===== config.mk =====
export PLATFORM = sky130hd
export DESIGN_NAME = vga_axil_slave
export DESIGN_NICKNAME = d
export VERILOG_FILES = /design/src/rtl/vga_axil_pkg.sv /design/src/rtl/vga_axil_hold.sv /design/src/rtl/vga_axil_slave.sv
export SDC_FILE = /design/constraint.sdc
export NUM_CORES = 1
export LEC_CHECK = 0
export ABC_AREA = 1
export BUFFER_PORTS_ARGS = -buffer_cell sky130_fd_sc_hd__buf_2
export CAP_MARGIN = 20
export CORE_ASPECT_RATIO = 1.2
export CORE_MARGIN = 3
export CORE_UTILIZATION = 50
export CTS_CLUSTER_SIZE = 12
export DETAILED_ROUTE_END_ITERATION = 12
export PLACE_DENSITY = 0.78
export SLEW_MARGIN = 20
export SYNTH_ARGS = -nofsm -noshare
export SYNTH_HDL_FRONTEND = slang
export SYNTH_HIERARCHICAL = 1
export SYNTH_SLANG_ARGS = --single-unit

===== constraint.sdc =====
create_clock -name clk_i -period 5.1 [get_ports clk_i]
set_clock_uncertainty 0.15 [all_clocks]
set_input_delay 0.765 -clock clk_i [delete_from_list [all_inputs] [get_ports clk_i]]
set_output_delay 0.765 -clock clk_i [all_outputs]
set_load 0.05 [all_outputs]

===== src/rtl/vga_axil_pkg.sv =====
// vga_axil_pkg: shared AXI4-Lite types, native request struct and address conversion
package vga_axil_pkg;
   localparam int AXIL_ADDR_WIDTH = 32;
   localparam int AXIL_DATA_WIDTH = 32;
   localparam int AXIL_STRB_WIDTH = AXIL_DATA_WIDTH/8;
   localparam int NATIVE_ADDR_WIDTH = 29;
   typedef logic [AXIL_ADDR_WIDTH-1:0] axil_addr_t;
   typedef logic [AXIL_DATA_WIDTH-1:0] axil_data_t;
   typedef logic [AXIL_STRB_WIDTH-1:0] axil_strb_t;
   typedef logic [NATIVE_ADDR_WIDTH-1:0] native_addr_t;
   typedef enum logic [1:0] {OKAY = 2'b00, SLVERR = 2'b10} axil_resp_e;
   typedef struct packed {
      logic         we;
      native_addr_t addr;
      axil_data_t   wdata;
      axil_strb_t   wstrb;
   } native_req_t;
   function automatic native_addr_t axil2native_addr(input axil_addr_t a);
      return native_addr_t'(a >> 3);
   endfunction
endpackage


===== src/rtl/vga_axil_hold.sv =====
// vga_axil_hold: one-entry valid/ready holding register with same-cycle bypass view
module vga_axil_hold #(
   parameter int W = 32
) (
   input  logic         clk,
   input  logic         rst,
   input  logic         block,
   input  logic         clr,
   input  logic         in_valid,
   input  logic [W-1:0] in_data,
   output logic         in_ready,
   output logic         avail,
   output logic [W-1:0] data
);
   logic         full;
   logic [W-1:0] q;
   assign in_ready = !full && !block;
   assign avail = full || (in_valid && in_ready);
   assign data = full ? q : in_data;
   always_ff @(posedge clk) begin
      if (rst) begin
         full <= 1'b0;
         q <= '0;
      end else begin
         full <= clr ? 1'b0 : (in_valid && in_ready) ? 1'b1 : full;
         if (in_valid && in_ready) q <= in_data;
      end
   end
endmodule


===== src/rtl/vga_axil_slave.sv =====
// vga_axil_slave: AXI4-Lite slave turning each transaction into one native register access
module vga_axil_slave
   import vga_axil_pkg::*;
#(
   parameter int NATIVE_DEPTH = 16
) (
   input  logic               clk_i,
   input  logic               rst_i,
   input  axil_addr_t         s_awaddr_i,
   input  logic               s_awvalid_i,
   output logic               s_awready_o,
   input  axil_data_t         s_wdata_i,
   input  axil_strb_t         s_wstrb_i,
   input  logic               s_wvalid_i,
   output logic               s_wready_o,
   output logic [1:0]         s_bresp_o,
   output logic               s_bvalid_o,
   input  logic               s_bready_i,
   input  axil_addr_t         s_araddr_i,
   input  logic               s_arvalid_i,
   output logic               s_arready_o,
   output axil_data_t         s_rdata_o,
   output logic [1:0]         s_rresp_o,
   output logic               s_rvalid_o,
   input  logic               s_rready_i,
   output logic               native_req_o,
   output logic               native_we_o,
   output native_addr_t       native_addr_o,
   output axil_data_t         native_wdata_o,
   output axil_strb_t         native_wstrb_o,
   input  logic               native_ready_i,
   input  axil_data_t         native_rdata_i,
   input  logic               native_err_i
);
   typedef enum logic [2:0] {IDLE, WR_REQ, WR_RESP, RD_REQ, RD_RESP} state_e;
   state_e       state_q, state_d;
   native_req_t  req_q;
   axil_resp_e   bresp_q, rresp_q;
   axil_data_t   rdata_q;
   logic         last_rd_q;
   logic         aw_avail, w_avail, hold_block, hold_clr, idle, grant_wr, grant_rd, wr_in, rd_in;
   axil_addr_t   aw_data;
   logic [AXIL_STRB_WIDTH+AXIL_DATA_WIDTH-1:0] w_data;
   native_addr_t wr_addr, rd_addr;
   assign idle = state_q == IDLE;
   assign hold_block = rst_i || state_q == WR_RESP;
   assign hold_clr = state_q == WR_RESP && s_bready_i;
   vga_axil_hold #(.W(AXIL_ADDR_WIDTH)) u_aw_hold (
      .clk(clk_i), .rst(rst_i), .block(hold_block), .clr(hold_clr),
      .in_valid(s_awvalid_i), .in_data(s_awaddr_i), .in_ready(s_awready_o),
      .avail(aw_avail), .data(aw_data)
   );
   vga_axil_hold #(.W(AXIL_STRB_WIDTH+AXIL_DATA_WIDTH)) u_w_hold (
      .clk(clk_i), .rst(rst_i), .block(hold_block), .clr(hold_clr),
      .in_valid(s_wvalid_i), .in_data({s_wstrb_i, s_wdata_i}), .in_ready(s_wready_o),
      .avail(w_avail), .data(w_data)
   );
   // a holder being filled this cycle counts as full so the grant lands in cycle 0
   assign grant_wr = idle && aw_avail && w_avail && (!s_arvalid_i || last_rd_q);
   assign s_arready_o = idle && !grant_wr && !rst_i;
   assign grant_rd = s_arvalid_i && s_arready_o;
   assign wr_addr = axil2native_addr(aw_data);
   assign rd_addr = axil2native_addr(s_araddr_i);
   assign wr_in = wr_addr < native_addr_t'(NATIVE_DEPTH);
   assign rd_in = rd_addr < native_addr_t'(NATIVE_DEPTH);
   assign native_req_o = state_q == WR_REQ || state_q == RD_REQ;
   assign native_we_o = req_q.we;
   assign native_addr_o = req_q.addr;
   assign native_wdata_o = req_q.wdata;
   assign native_wstrb_o = req_q.wstrb;
   assign s_bvalid_o = state_q == WR_RESP;
   assign s_rvalid_o = state_q == RD_RESP;
   assign s_bresp_o = bresp_q;
   assign s_rresp_o = rresp_q;
   assign s_rdata_o = rdata_q;
   always_comb begin
      state_d = state_q;
      case (state_q)
         IDLE:    state_d = grant_wr ? (wr_in ? WR_REQ : WR_RESP) : grant_rd ? (rd_in ? RD_REQ : RD_RESP) : IDLE;
         WR_REQ:  state_d = native_ready_i ? WR_RESP : WR_REQ;
         WR_RESP: state_d = s_bready_i ? IDLE : WR_RESP;
         RD_REQ:  state_d = native_ready_i ? RD_RESP : RD_REQ;
         RD_RESP: state_d = s_rready_i ? IDLE : RD_RESP;
         default: state_d = IDLE;
      endcase
   end
   always_ff @(posedge clk_i) begin
      if (rst_i) begin
         state_q <= IDLE;
         last_rd_q <= 1'b1;
         req_q <= '0;
         bresp_q <= OKAY;
         rresp_q <= OKAY;
         rdata_q <= '0;
      end else begin
         state_q <= state_d;
         if (grant_wr) begin
            last_rd_q <= 1'b0;
            req_q <= '{we: 1'b1, addr: wr_addr, wdata: w_data[AXIL_DATA_WIDTH-1:0], wstrb: w_data[AXIL_STRB_WIDTH+AXIL_DATA_WIDTH-1:AXIL_DATA_WIDTH]};
            bresp_q <= wr_in ? OKAY : SLVERR;
         end else if (grant_rd) begin
            last_rd_q <= 1'b1;
            req_q <= '{we: 1'b0, addr: rd_addr, wdata: '0, wstrb: '0};
            rresp_q <= rd_in ? OKAY : SLVERR;
            rdata_q <= '0;
         end
         if (state_q == WR_REQ && native_ready_i) bresp_q <= native_err_i ? SLVERR : OKAY;
         if (state_q == RD_REQ && native_ready_i) begin
            rresp_q <= native_err_i ? SLVERR : OKAY;
            rdata_q <= native_err_i ? '0 : native_rdata_i;
         end
      end
   end
endmodule


==> out/metrics.yaml <==
dr.pass1.iters: 6
worstSetupPathType: "primary input to flip-flop"
start_util_pct: 51.3
fillers: 1510
tightest_slew_ns: 0.986
cp-start-kind: "primary input"
max_freq_ghz: 0.292
crit_slowest_cell: "nor2_4"
grt_max_degree: 78
viasPerCell: 5.16
grt_pass1_wl_um: 35800
fin_crit_sh_pct: 67.1
final_max_slew_viol_count: 0
rrSetupSlack_ns: 1.73
cts_hold_buf: 0
fin_crit_ns: 3.42
crit_top_cell: "nand2_1"
drc: 0
die_h_um: 145
grtUsageTotal_pct: 24.6
clkLatencyLatePin_ns: 0.42
leakage_nw: 4.33
drt-total-wl_um: 22100
final_layout_size_suffix_gt1_share_pct: 25.3
synthesis.area_um2: 8050
io_pins: 249
cts.sinks: 171
routabilityCongestion: 0.812
hold_path_class: "flip-flop to flip-flop"
hpwl_um: 14600
fp-row-count: 50
busiest_layer: "met2"
die_area_um2: 17700
stdcell_area_um2: 9620
h-tree-depth: 4
power.density_nw_per_um2: 352
met3_usage_pct: 5.58
r2r_cells: 12
worst_setup_path_end_kind: "flip-flop"
dp.cells: 1506
cts-root-buf: "clkbuf_16"
syn_avg_cell_area_um2: 7.07
yosys_warnings: 6
post_cts_buffers: 0
syn_inst: 1138
post-layout-total-power_mw: 3.38
grt_pass1_vias: 7470
die_x_um: 122
antenna_found_initial: 1
slew-limit-headroom_pct: 34.3
hold_violations: 0
worstPathCellList: "buf_4, inv_1, nand2_1, nor2_4, nand2_1, nand2_1, nand2_1, inv_1, nand2_1, nand3_2, nor2_4, nor2_4, buf_4, nand2_1, a31oi_1"
nets: 1459
ir_drop_mv: 0.245
dpl_cell_area_um2: 9030
hold_path_depth: 2
layout.cells.non_filler: 1540
cts-resized-gates: 0
portBuffers: 240
drt_iter0_drc: 651
slowest_delay_ns: 0.65
wl_per_cell_um: 14.4
core_um2: 15700
fin_setup_tns_ns: 0
critPathMaxFanout: 36
required_ns: 5.21
clk_pin_slew_ns: 0.06
clock_path_buffers: 2
seqCellArea_um2: 3430
use_met2_pct: 40.2
cp.arrival_ns: 3.53
ant_nets: 0
setup_violations: 0
overflow: 0
rsz0062_at_grt: "no"
multi_input_area_um2: 3760
cap_viol_max_count: 0
cts_tree: "done"
outcome: "completed"
grt_use_met1_pct: 31.9
cts_buffers: 17
vias: 7950
area_delta_synth_final_pct: 19.5
-- layout make-up --
class / instances / area share, %
repair buffers: 250 / 13.5
inverters: 84 / 3.28
flip-flops and latches: 171 / 35.6
well taps: 208 / 2.71
multi-input cells: 794 / 39.1
clock buffers: 22 / 4.83
clock inverters: 10 / 0.976
diodes: 1 / 0.0260
-- registers in the layout (all words and copies together), names as in the netlist --
name	cells
native_we_o	1
native_addr_o	29
native_wdata_o	32
native_wstrb_o	4
u_w_hold/q	36
s_rdata_o	32
u_aw_hold/q	29
last_rd_q	1
s_bresp_o	1
u_w_hold/full	1
state_q	3
s_rresp_o	1
u_aw_hold/full	1
-- report_power, final --
part	total [mW]	switching (mW)	internal [mW]
clock	1.23	0.530	0.698
combinational	0.676	0.484	0.192
sequential	1.48	0.0557	1.42
-- critical path: cells and delay by family --
family,cells,cell delay [ns]
buffers and inverters,4,0.87
AND/OR/NAND/NOR,10,1.80
AO/OA/AOI/OAI,1,0.07
-- cell usage in the layout (no fill, tap or decap), types with 4 or more instances in the layout --
cell type	n
inv_1	81
dfxtp_1	169
o21ai_0	69
a21oi_1	151
clkbuf_16	17
or2_2	4
nand3_2	32
a31oi_1	10
nand2_1	314
nand3_1	71
a22oi_1	19
nor2_1	100
nor2_4	4
buf_4	10
buf_2	239
a21oi_2	9
-- stage by stage --
step	worst slack [ns]	util (%)	hold WS, ns
final	1.68	61.3	0.306
after detailed placement	1.21	57.5	0.300
after CTS	1.66	61.1	0.309
after global placement	1.27	57.5	0.295
after floorplan	2.19	-	0.301
after global routing	1.35	61.3	0.326
-- worst paths after layout --
| path | start | endpoint |
|---|---|---|
| setup / recovery | rst_i | native_addr_o[26]$_SDFFE_PP0P_ |
| hold reg to reg | native_wdata_o[0]$_SDFFE_PP0P_ | native_wdata_o[0]$_SDFFE_PP0P_ |
| hold / removal | native_wdata_o[0]$_SDFFE_PP0P_ | native_wdata_o[0]$_SDFFE_PP0P_ |
| setup reg to reg | u_aw_hold/full$_SDFFE_PP0P_ | native_addr_o[26]$_SDFFE_PP0P_ |
-- metal layers --
| layer | share of wire (%) | vias up | routed length [um] |
|---|---|---|---|
| li1 | - | 4019 | - |
| met1 | 43 | 3626 | 9530 |
| met2 | 48 | 268 | 10600 |
| met3 | 6.8 | 37 | 1510 |
| met4 | 2.2 | 0 | 479 |
| met5 | 0 | - | 0 |
No activity file was read; power rests on OpenSTA's default activity.
